$ cat config.mk
export PLATFORM = sky130hd
export DESIGN_NAME = uart_tx_buffered
export DESIGN_NICKNAME = d
export VERILOG_FILES = /design/src/rtl/uart_pkg.sv /design/src/rtl/uart_sync_fifo.sv /design/src/rtl/uart_tx_buffered.sv
export SDC_FILE = /design/constraint.sdc
export NUM_CORES = 1
export LEC_CHECK = 0
export BUFFER_PORTS_ARGS = -buffer_cell sky130_fd_sc_hd__buf_2
export CAP_MARGIN = 10
export CORE_UTILIZATION = 62
export CTS_BUF_LIST = sky130_fd_sc_hd__clkbuf_8
export DETAILED_ROUTE_END_ITERATION = 6
export GPL_TIMING_DRIVEN = 0
export PLACE_DENSITY = 0.78
export SLEW_MARGIN = 20
export SYNTH_ARGS = -nofsm -noshare
export SYNTH_HDL_FRONTEND = slang
export SYNTH_SLANG_ARGS = --single-unit
export TNS_END_PERCENT = 30
$ cat constraint.sdc
create_clock -name clk -period 4.12 [get_ports clk]
set_input_delay 0.412 -clock clk [delete_from_list [all_inputs] [get_ports clk]]
set_output_delay 0.412 -clock clk [all_outputs]
set_load 0.01 [all_outputs]
$ cat src/rtl/uart_pkg.sv
// Shared definitions for the buffered UART transmitter: parity encodings,
// serialiser state type and frame/baud arithmetic used at elaboration.
package uart_pkg;

    localparam int PARITY_NONE = 0;
    localparam int PARITY_EVEN = 1;
    localparam int PARITY_ODD  = 2;

    // Widest possible frame: start + 9 data + parity + 2 stop.
    localparam int FRAME_W = 13;

    typedef enum logic {
        ST_IDLE  = 1'b0,
        ST_SHIFT = 1'b1
    } tx_state_e;

    function automatic int frame_bits(input int data_bits, input int parity, input int stop_bits);
        return 1 + data_bits + ((parity != PARITY_NONE) ? 1 : 0) + stop_bits;
    endfunction

    function automatic int baud_div(input int clk_freq, input int baud);
        return clk_freq / baud;
    endfunction

endpackage

$ cat src/rtl/uart_sync_fifo.sv
// Generic single-clock FIFO with show-ahead read data. Pointers carry one
// extra wrap bit so full and empty are distinguishable without a counter.
module uart_sync_fifo #(
    parameter int WIDTH = 8,
    parameter int DEPTH = 16
) (
    input  logic                     clk,
    input  logic                     rst_n,
    input  logic                     wr_en,
    input  logic [WIDTH-1:0]         wr_data,
    input  logic                     rd_en,
    output logic [WIDTH-1:0]         rd_data,
    output logic                     full,
    output logic                     empty,
    output logic [$clog2(DEPTH):0]   level
);

    localparam int AW = $clog2(DEPTH);

    logic [AW:0]      wr_ptr;
    logic [AW:0]      rd_ptr;
    logic [WIDTH-1:0] mem [DEPTH];
    logic             do_wr;
    logic             do_rd;

    assign full    = (wr_ptr[AW] != rd_ptr[AW]) && (wr_ptr[AW-1:0] == rd_ptr[AW-1:0]);
    assign empty   = (wr_ptr == rd_ptr);
    assign level   = wr_ptr - rd_ptr;
    assign do_wr   = wr_en & ~full;
    assign do_rd   = rd_en & ~empty;
    assign rd_data = mem[rd_ptr[AW-1:0]];

    // Pointer update; a simultaneous write and read both take effect.
    always_ff @(posedge clk or negedge rst_n) begin
        if (!rst_n) begin
            wr_ptr <= '0;
            rd_ptr <= '0;
        end else begin
            if (do_wr) wr_ptr <= wr_ptr + 1'b1;
            if (do_rd) rd_ptr <= rd_ptr + 1'b1;
        end
    end

    // Storage array; contents are meaningless after reset, so no reset here.
    always_ff @(posedge clk) begin
        if (do_wr) mem[wr_ptr[AW-1:0]] <= wr_data;
    end

endmodule

$ cat src/rtl/uart_tx_buffered.sv
// Buffered UART transmitter: words queue in a FIFO and are serialised
// LSB-first with optional parity and 1 or 2 stop bits. A new frame is
// loaded on the same edge the previous stop bit ends, so queued words go
// out with no idle gap.
module uart_tx_buffered
    import uart_pkg::*;
#(
    parameter int CLK_FREQUENCY = 75000000,
    parameter int BAUD_RATE     = 115200,
    parameter int DATA_BITS     = 8,
    parameter int PARITY        = 0,
    parameter int STOP_BITS     = 1,
    parameter int FIFO_DEPTH    = 16
) (
    input  logic                          clk,
    input  logic                          rst_n,
    input  logic                          tx_valid,
    input  logic [DATA_BITS-1:0]          tx_data,
    output logic                          tx_ready,
    output logic                          uart_tx,
    output logic                          busy,
    output logic [$clog2(FIFO_DEPTH):0]   fifo_level,
    output logic                          overflow,
    input  logic                          overflow_clr
);

    localparam int BAUD_DIV   = baud_div(CLK_FREQUENCY, BAUD_RATE);
    localparam int FRAME_BITS = frame_bits(DATA_BITS, PARITY, STOP_BITS);
    localparam int BCW        = $clog2(BAUD_DIV);
    localparam logic [BCW-1:0] BAUD_LAST = BCW'(BAUD_DIV - 1);
    localparam logic [3:0]     BIT_LAST  = 4'(FRAME_BITS - 1);

    generate
        if (BAUD_DIV < 4) begin : g_bad_baud
            $error("uart_tx_buffered: BAUD_DIV must be at least 4");
        end
        if (DATA_BITS < 5 || DATA_BITS > 9) begin : g_bad_data
            $error("uart_tx_buffered: DATA_BITS must be 5..9");
        end
        if (PARITY < PARITY_NONE || PARITY > PARITY_ODD) begin : g_bad_parity
            $error("uart_tx_buffered: PARITY must be 0, 1 or 2");
        end
        if (STOP_BITS < 1 || STOP_BITS > 2) begin : g_bad_stop
            $error("uart_tx_buffered: STOP_BITS must be 1 or 2");
        end
        if (FIFO_DEPTH < 2 || (FIFO_DEPTH & (FIFO_DEPTH - 1)) != 0) begin : g_bad_depth
            $error("uart_tx_buffered: FIFO_DEPTH must be a power of two >= 2");
        end
    endgenerate

    function automatic logic parity_bit(input logic [DATA_BITS-1:0] d);
        return (PARITY == PARITY_ODD) ? ~^d : ^d;
    endfunction

    tx_state_e            state_q;
    tx_state_e            state_d;
    logic [BCW-1:0]       baud_cnt;
    logic [3:0]           bit_cnt;
    logic [FRAME_W-1:0]   shift_q;
    logic [FRAME_W-1:0]   frame_word;
    logic                 tx_q;
    logic                 overflow_q;
    logic                 pop;
    logic                 load;
    logic                 finish;
    logic                 baud_tc;
    logic                 last_bit;
    logic [DATA_BITS-1:0] fifo_rd_data;
    logic                 fifo_full;
    logic                 fifo_empty;

    uart_sync_fifo #(
        .WIDTH (DATA_BITS),
        .DEPTH (FIFO_DEPTH)
    ) u_fifo (
        .clk     (clk),
        .rst_n   (rst_n),
        .wr_en   (tx_valid),
        .wr_data (tx_data),
        .rd_en   (pop),
        .rd_data (fifo_rd_data),
        .full    (fifo_full),
        .empty   (fifo_empty),
        .level   (fifo_level)
    );

    assign baud_tc  = (baud_cnt == BAUD_LAST);
    assign last_bit = (bit_cnt == BIT_LAST);
    assign tx_ready = ~fifo_full;
    assign uart_tx  = tx_q;
    assign overflow = overflow_q;
    assign busy     = (state_q == ST_SHIFT) | (fifo_level != '0);

    // Assemble the full line image of the FIFO head word: start, data, parity, stops.
    always_comb begin
        frame_word                = '1;
        frame_word[0]             = 1'b0;
        frame_word[DATA_BITS:1]   = fifo_rd_data;
        if (PARITY != PARITY_NONE) begin
            frame_word[DATA_BITS+1] = parity_bit(fifo_rd_data);
        end
    end

    // Serialiser state register.
    always_ff @(posedge clk or negedge rst_n) begin
        if (!rst_n) state_q <= ST_IDLE;
        else        state_q <= state_d;
    end

    // Next state and pop/load decisions; reload at frame end keeps frames contiguous.
    always_comb begin
        state_d = state_q;
        pop     = 1'b0;
        load    = 1'b0;
        finish  = 1'b0;
        case (state_q)
            ST_IDLE: begin
                if (!fifo_empty) begin
                    pop     = 1'b1;
                    load    = 1'b1;
                    state_d = ST_SHIFT;
                end
            end
            ST_SHIFT: begin
                if (baud_tc && last_bit) begin
                    if (!fifo_empty) begin
                        pop  = 1'b1;
                        load = 1'b1;
                    end else begin
                        finish  = 1'b1;
                        state_d = ST_IDLE;
                    end
                end
            end
            default: state_d = ST_IDLE;
        endcase
    end

    // Line flop and bit timing counters; reset forces the line high mid-frame.
    always_ff @(posedge clk or negedge rst_n) begin
        if (!rst_n) begin
            tx_q     <= 1'b1;
            baud_cnt <= '0;
            bit_cnt  <= '0;
        end else if (load) begin
            tx_q     <= 1'b0;
            baud_cnt <= '0;
            bit_cnt  <= '0;
        end else if (state_q == ST_SHIFT) begin
            if (baud_tc) begin
                baud_cnt <= '0;
                if (finish) begin
                    tx_q <= 1'b1;
                end else begin
                    tx_q    <= shift_q[0];
                    bit_cnt <= bit_cnt + 4'd1;
                end
            end else begin
                baud_cnt <= baud_cnt + BCW'(1);
            end
        end
    end

    // Remaining frame bits; start bit goes straight to the line flop on load.
    always_ff @(posedge clk) begin
        if (load) begin
            shift_q <= {1'b1, frame_word[FRAME_W-1:1]};
        end else if (state_q == ST_SHIFT && baud_tc && !finish) begin
            shift_q <= {1'b1, shift_q[FRAME_W-1:1]};
        end
    end

    // Sticky overflow flag; a new overflow wins over a same-cycle clear.
    always_ff @(posedge clk or negedge rst_n) begin
        if (!rst_n) begin
            overflow_q <= 1'b0;
        end else if (tx_valid && fifo_full) begin
            overflow_q <= 1'b1;
        end else if (overflow_clr) begin
            overflow_q <= 1'b0;
        end
    end

endmodule

==> metrics.txt, run 1 <==
status completed; crit path max fanout 10; Crit Path Class flip-flop to flip-flop; die footprint 11,400 um^2; cell taking the most area after synthesis edfxtp_1; placed cell areas 7050 um^2; total setup buffers inserted after CTS 0; Worst slew margin 0.462; starting DRC count in detailed routing 287; buffers added on ports 20; CTS sink cnt 163; register area share after synthesis 0.702; post-synth cell types 46; Critical Path AT roughly 4.0 ns; finished layout cell area ~7500 um^2; Max Slew Vio Count 0; count leader, synth edfxtp_1; Synth Warn # 0; Worst-path clk slew 0.08 ns; Vias/cell slightly above 6; hold path startpoint overflow_clr; IO Pins 21; Tmin final 3.88 ns; Syn Nets ~430; setup TNS 0 ns; vias after detailed routing around 3,600; Inst Count DP 555; CTS root buf clkbuf_8; EDFF count, synth 136; TritonCTS clock tree built; vias in the first global route 3,667; Max Cap Viol 0; period utilisation layout 0.943; Core ar. around 10,000 um^2; final setup vio count 0; HPWL after DPL ~8.5 mm; final cell count without fillers 588; Setup WS post-layout roughly 0.24 ns; Leakage 2.57 nW; share of layout cells above drive strength 1 0.243; Placer Congestion 0.771; Finished Core Util 0.714; final antenna-violating net count 0; worst hold slack 0.156 ns; Worst Max-Slew Pin Slew around 0.80 ns; DRC 0; # diodes 0; Synth area leaders edfxtp_1, mux4_2, dfrtp_1, ha_1, xnor2_1; area fraction of the dominant cell type after synthesis 0.603; Final nets 465; Synth Cell Area 6780 um^2; Critical Path Start u_fifo.rd_ptr[1]$_DFFE_PN0P_; Yosys reg bits 163; worst vdd ir 0.476 mV; ys async rst share 0.166; starting density of the core 0.648; Die W 107 um; H-tree lvl count 4; Pwr Density 535 nW/um^2; global-route wire length before repair 20.0 mm; Hold Path Class input pin to flip-flop; WL per Instance 21.4 um; syn_area_per_cell between 15 and 20 um^2; initial antenna violation count 0; Critical Path Source Type flip-flop; CP endpoint kind flip-flop; CP Data Required Time ~4.2 ns; Pre-antenna DRT Iters 4; cell count after synthesis 399; Synth-to-Final Area Change 10.3%; largest net degree at the start of global routing 28; Routed WL 12.6 mm; Congestion Overflow GR 0; CTS Buffer Depth 2; unrepaired setup endpoints after global routing true; skew final 0.00727 ns; Most used DFF post-synth edfxtp_1; clock latency at the later pin of the worst-skew pair 0.45 ns; top cells by count, synth edfxtp_1, mux4_2, dfrtp_1, nor2_1, nand2_1; gr usage total 0.251; Power, Total about 4.0 mW; die height 107 um; CTS buffer count 17; Reg-to-Reg Start u_fifo.rd_ptr[1]$_DFFE_PN0P_; Place WS -0.0364 ns; Final Hold Vio Count 0; site row count 37; Peak Freq 257 MHz
-- layout make-up --
class                           instances  area (um^2)
Buffer                                 15         72.6
Clock buffer                           17          234
Clock inverter                         15          133
Fill cell                             664         2990
Inverter                               19         71.3
Multi-Input combinational cell        202         1920
Sequential cell                       163         4760
Tap cell                              136          170
Timing Repair Buffer                   21          110
-- worst paths after layout --
path                                              endpoint  slack (ns)  cells after the start
min in group asynchronous          baud_cnt[1]$_DFFE_PN0P_        0.51                      2
worst max-delay path            u_fifo.mem[8][1]$_DFFE_PP_        0.24                     10
worst min register to register         uart_tx$_DFFE_PN1P_        0.49                      2
worst max register to register  u_fifo.mem[8][1]$_DFFE_PP_        0.24                     10
worst min-delay path                  overflow$_DFFE_PN0P_        0.16                      2
max in group asynchronous             overflow$_DFFE_PN0P_        3.21                      2
-- report_power, final --
part,switching [mW],internal (mW),total [mW]
combinational,0.520,0.338,0.858
clock,0.596,0.482,1.08
sequential,0.0890,1.97,2.06
-- routing by layer --
layer  track usage  vias up  wire [um]
met4         0.119        0        256
met1         0.333     1824       5150
met3        0.0705       23        829
met5             0        -          0
met2         0.388      110       6350
li1              -     1632          -
-- cells by family (layout without fill, tap and decap cells) --
family,after synthesis,in the layout,synth area share
multiplexers,35,35,0.113
flip-flops,163,163,0.702
buffers and inverters,34,87,0.0212
XOR/XNOR,18,18,0.0233
adder cells (fa/ha/maj),14,14,0.0270
AO/OA/AOI/OAI,54,54,0.0534
AND/OR/NAND/NOR,81,81,0.0600
-- layout by cell type (no fill, tap or decap), drive strengths merged, types with 2 or more instances in the layout --
cell	n
edfxtp	136
mux4	33
dfrtp	26
buf	26
clkbuf	26
nor2	24
inv	22
nand2	19
xnor2	14
a22oi	14
ha	13
a21oi	13
nor3	11
a21o	9
o21ai	9
clkinv	8
nand3	5
xor2	4
nand2b	4
nand4	3
or3	3
a22o	3
clkinvlp	3
nor4	3
nand3b	2
nor2b	2
o22ai	2
a211oi	2
-- state kept, by name (all words and copies together), names as in the netlist --
register / flops
overflow: 1
uart_tx: 1
u_fifo.wr_ptr: 5
shift_q: 8
u_fifo.mem: 128
u_fifo.rd_ptr: 5
bit_cnt: 4
state_q: 1
baud_cnt: 10
-- worst max-delay path: stages (launching register included) --
cell	delay, ns
dfrtp_1	0.41
clkbuf_1	0.38
clkbuf_1	0.51
inv_1	0.11
ha_1	0.33
nand4_1	0.27
nor2b_1	0.14
nor2b_1	0.13
clkbuf_1	0.31
nand2_1	0.24
nor2_1	0.67
-- timing repair --
action,CTS,global route
hold buffers,1,0
gates resized for setup,3,10
endpoints found under the setup margin,24,96
hold endpoints to repair,26,0
(Power assumes the default switching activity.)
==> inputs of run 2 (changes only) <==
--- a/config.mk
+++ b/config.mk
@@ -9,10 +9,11 @@
 export CAP_MARGIN = 10
 export CORE_UTILIZATION = 62
 export CTS_BUF_LIST = sky130_fd_sc_hd__clkbuf_8
+export CTS_CLUSTER_DIAMETER = 120
 export DETAILED_ROUTE_END_ITERATION = 6
 export GPL_TIMING_DRIVEN = 0
 export PLACE_DENSITY = 0.78
-export SLEW_MARGIN = 20
+export REMOVE_ABC_BUFFERS = 1
 export SYNTH_ARGS = -nofsm -noshare
 export SYNTH_HDL_FRONTEND = slang
 export SYNTH_SLANG_ARGS = --single-unit
==> metrics.txt, run 2 (same netlist as run 1, synthesis figures left out) <==
crit path max fanout 37; WL per Instance 21.5 um; Final Hold Vio Count 0; starting density of the core 0.648; CP most frequent cell nor2b_1; final setup vio count 0; setup TNS 0 ns; vias after detailed routing 3,545; TritonCTS clock tree built; Pwr Density 547 nW/um^2; worst vdd ir 0.362 mV; CTS Buffer Depth 2; Max Slew Vio Count 0; Leakage 2.59 nW; Critical Path AT 3.89 ns; Hold Path Class input pin to flip-flop; CTS root buf clkbuf_8; FILL cells approximately 650; final antenna-violating net count 0; initial antenna violation count 0; largest net degree at the start of global routing 38; met1 Use GR 0.345; placed cell areas 7020 um^2; Final nets between 400 and 500; HPWL after DPL 8.11 mm; clock latency at the later pin of the worst-skew pair between 0.4 and 0.5 ns; routing usage on met3 0.0546; buffers added on ports 20; Placer Congestion 0.785; worst stage delay on the critical path 0.97 ns; # diodes 0; die footprint between 10,000 and 15,000 um^2; starting DRC count in detailed routing a little under 300; Synth-to-Final Area Change 10.1%; worst hold slack 0.146 ns; Die W 107 um; Finished Core Util 0.713; most common cell after layout, fill and taps aside edfxtp_1; CP Data Required Time 4.20 ns; skew final 0.0108 ns; worst path bufs/invs 1; register area 4760 um^2; critical path, cell by cell inv_1 > ha_1 > nand4_1 > nor2b_1 > nor2b_1 > nand2_1 > nor2_1; Peak Freq 263 MHz; IO Pins 21; H-tree lvl count 4; Worst-path clk slew 0.08 ns; Tmin final 3.80 ns; Congestion Overflow GR 0; Pre-antenna DRT Iters 4; area of the multi-input gates 1890 um^2; Core ar. 10,500 um^2; Worst slew margin 0.382; die height 107 um; CTS sink cnt 163; share of layout cells above drive strength 1 0.222; global-route wire length before repair 19.5 mm; site row count 37; CP endpoint kind flip-flop; grt met2 use 0.375; vias in the first global route 3,668; Largest register FFs 128; DRC 0; status completed; CTS buffer count 17; Critical Path Source Type flip-flop; Worst Max-Slew Pin Slew 0.927 ns; unrepaired setup endpoints after global routing false; Top Usage Layer GRT met2; Vias/cell 6.14; Routed WL 12.4 mm; Max Cap Viol 0; Crit Path Class flip-flop to flip-flop; commonest cells after routing, fill and taps aside edfxtp_1, mux4_2, dfrtp_1; largest delay contributor family on the critical path simple AND/OR/NAND/NOR gates; finished layout cell area ~7500 um^2; gr usage total 0.246; period utilisation layout 0.923; Crit-path slowest cell dfrtp_2
run 2: worst paths after layout:
path                                                    from  slack [ns]                            to  cells past startpoint
min in group asynchronous                              rst_n        0.50       baud_cnt[5]$_DFFE_PN0P_                      2
max in group asynchronous                              rst_n        3.17  u_fifo.rd_ptr[1]$_DFFE_PN0P_                      2
worst min-delay path                            overflow_clr        0.15          overflow$_DFFE_PN0P_                      2
worst max register to register  u_fifo.rd_ptr[1]$_DFFE_PN0P_        0.32    u_fifo.mem[7][4]$_DFFE_PP_                      7
worst max-delay path            u_fifo.rd_ptr[1]$_DFFE_PN0P_        0.32    u_fifo.mem[7][4]$_DFFE_PP_                      7
worst min register to register  u_fifo.rd_ptr[4]$_DFFE_PN0P_        0.49  u_fifo.rd_ptr[4]$_DFFE_PN0P_                      1
run 2: through the flow:
stage	cells	total power, mW	setup slack [ns]
floorplan	384	2.65	0.360
global placement	540	2.87	-0.927
detailed placement	542	2.92	-0.0557
CTS	575	4.10	0.00682
global route	577	4.27	0.0489
finish	577	4.08	0.317
run 2: cell type report:
class / instances / area share
repair buffers: 25 / 0.0211
inverters: 19 / 0.00956
flip-flops and latches: 163 / 0.638
clock inverters: 15 / 0.0240
well taps: 136 / 0.0228
multi-input cells: 202 / 0.253
clock buffers: 17 / 0.0314
run 2: report_power, final:
part	leakage [nW]	total, mW	internal (mW)	switching [mW]
Combinational	0.810	0.760	0.335	0.425
Clock	0.212	1.19	0.606	0.589
Sequential	1.57	2.13	1.97	0.155
run 2: timing repair:
item / CTS / global route
setup buffers: 0 / 0
endpoints found under the setup margin: 8 / 8
endpoints found under the hold margin: 26 / 0
pin swaps: 0 / 0
resized for setup: 1 / 1
hold buffers: 1 / 0
gates cloned: 0 / 0
run 2: per-layer routing:
| layer | routed length, um | up-vias |
|---|---|---|
| li1 | - | 1604 |
| met1 | 4990 | 1777 |
| met2 | 6130 | 139 |
| met3 | 1030 | 25 |
| met4 | 263 | 0 |
| met5 | 0 | - |
==> inputs of run 3 (changes only) <==
--- a/config.mk
+++ b/config.mk
@@ -11,7 +11,6 @@
 export CTS_BUF_LIST = sky130_fd_sc_hd__clkbuf_8
 export CTS_CLUSTER_DIAMETER = 120
 export DETAILED_ROUTE_END_ITERATION = 6
-export GPL_TIMING_DRIVEN = 0
 export PLACE_DENSITY = 0.78
 export REMOVE_ABC_BUFFERS = 1
 export SYNTH_ARGS = -nofsm -noshare
==> metrics.txt, run 3 (same netlist as run 1, synthesis figures left out) <==
status completed; Setup WS post-layout 0.833 ns; Crit path depth 7; starting density of the core 0.648; setup TNS 0 ns; worst-case reg-to-reg path depth 7; Inst Count DP 547; commonest cells after routing, fill and taps aside edfxtp_1, mux4_2, dfrtp_1; Core ar. 10,500 um^2; worst stage delay on the critical path roughly 0.63 ns; HPWL after DPL about 8.4 mm; Finished Core Util 0.707; final cell count without fillers approximately 580; Placer Congestion 0.817; CTS Buffer Depth 2; RR Endpoint u_fifo.mem[8][5]$_DFFE_PP_; Synth-to-Final Area Change 9.14%; skew final 0.0142 ns; reg-to-reg slack, setup 0.83 ns; final antenna-violating net count 0; Leakage 2.57 nW; Pwr Density 533 nW/um^2; Die W 107 um; Worst Max-Slew Pin Slew around 0.74 ns; global-route wire length before repair 19.5 mm; DRC 0; Hold Path Class input pin to flip-flop; Crit Path Class flip-flop to flip-flop; Critical Path AT 3.35 ns; die height 107 um; initial antenna violation count 0; TritonCTS clock tree built; final setup vio count 0; largest delay contributor family on the critical path simple AND/OR/NAND/NOR gates; clock latency at the later pin of the worst-skew pair 0.43 ns; crit path max fanout 9; Tmin final between 3 and 4 ns; Final nets 457; CTS sink cnt 163; register area 4760 um^2; Place WS 0.862 ns; total setup buffers inserted after CTS 0; worst vdd ir 0.304 mV; worst hold slack 0.183 ns; critical path, cell by cell clkinv_1 > ha_1 > nand4_1 > nor2b_1 > nor2b_1 > nand2_1 > nor2_1; CTS resizes 0; worst path bufs/invs 1; buffers added on ports 20; CTS root buf clkbuf_8; Worst-path clk slew ~0.080 ns; # diodes 0; share of layout cells above drive strength 1 0.214; die footprint 11,400 um^2; CTS buffer count 17; CP most frequent cell nor2b_1; WL per Instance 21.6 um; CP endpoint kind flip-flop; Critical Path Start u_fifo.rd_ptr[2]$_DFFE_PN0P_; hold buffer count at CTS 1; Reg-to-Reg Start u_fifo.rd_ptr[2]$_DFFE_PN0P_; Max Cap Viol 0; Vias/cell 6.18; Max Slew Vio Count 0; Worst slew margin 0.508; gr usage total 0.246; area of the multi-input gates 1870 um^2; CP Data Required Time 4.18 ns; FILL cells 675; largest net degree at the start of global routing 37; site row count 37; Routed WL about 13 mm; Peak Freq 304 MHz; Congestion Overflow GR 0; IO Pins 21; period utilisation layout 0.798; Crit-path slowest cell nor2_1; most common cell after layout, fill and taps aside edfxtp_1; vias after detailed routing 3,576; H-tree lvl count 4; Pre-antenna DRT Iters 5; unrepaired setup endpoints after global routing false; Largest register FFs 128; Critical Path Sink u_fifo.mem[8][5]$_DFFE_PP_; Final Hold Vio Count 0; vias in the first global route about 3,400; Critical Path Source Type flip-flop; starting DRC count in detailed routing 380
-- run 3: cell count changes in the layout (fill, tap and decap cells not counted), sizes merged --
cell    previous run  this run
clkinv             5        10
inv               25        20
buf               23        27
bufinv             3         2
clkbuf            18        17
-- run 3: how the worst min path moves through the flow --
stage                     depth (start not counted)                      end          from  slack [ns]
after floorplan                                   0  baud_cnt[0]$_DFFE_PN0P_         rst_n        0.12
after global placement                            1  baud_cnt[0]$_DFFE_PN0P_         rst_n        0.45
after detailed placement                          1  baud_cnt[0]$_DFFE_PN0P_         rst_n        0.47
after CTS                                         2     overflow$_DFFE_PN0P_  overflow_clr        0.15
after global routing                              2     overflow$_DFFE_PN0P_  overflow_clr        0.17
final                                             2     overflow$_DFFE_PN0P_  overflow_clr        0.18
-- run 3: power breakdown --
group,internal [mW],total [mW],switching [mW]
Combinational,0.336,0.800,0.464
Sequential,1.98,2.09,0.116
Clock,0.521,1.05,0.532
-- run 3: per-stage QoR --
| stage | power, mW | cell area [um^2] |
|---|---|---|
| after floorplan | 2.65 | 6710 |
| after global placement | 2.90 | 7030 |
| after detailed placement | 2.92 | 7030 |
| after CTS | 3.96 | 7400 |
| after global routing | 4.12 | 7400 |
| final | 3.94 | 7400 |
-- run 3: layout make-up --
| cell class | count | area share |
|---|---|---|
| clock buffer | 17 | 0.0316 |
| clock inverter | 14 | 0.0167 |
| inverter | 19 | 0.00964 |
| multi-input combinational | 202 | 0.253 |
| sequential | 163 | 0.644 |
| tap | 136 | 0.0230 |
| timing repair buffer | 28 | 0.0220 |
-- run 3: metal layers --
metal | global-route usage | part of all wire | up-vias
met4 | 0.0636 | 0.0071 | 0
met3 | 0.0693 | 0.074 | 7
li1 | - | - | 1610
met2 | 0.363 | 0.46 | 149
met5 | 0 | 0 | -
met1 | 0.367 | 0.46 | 1810
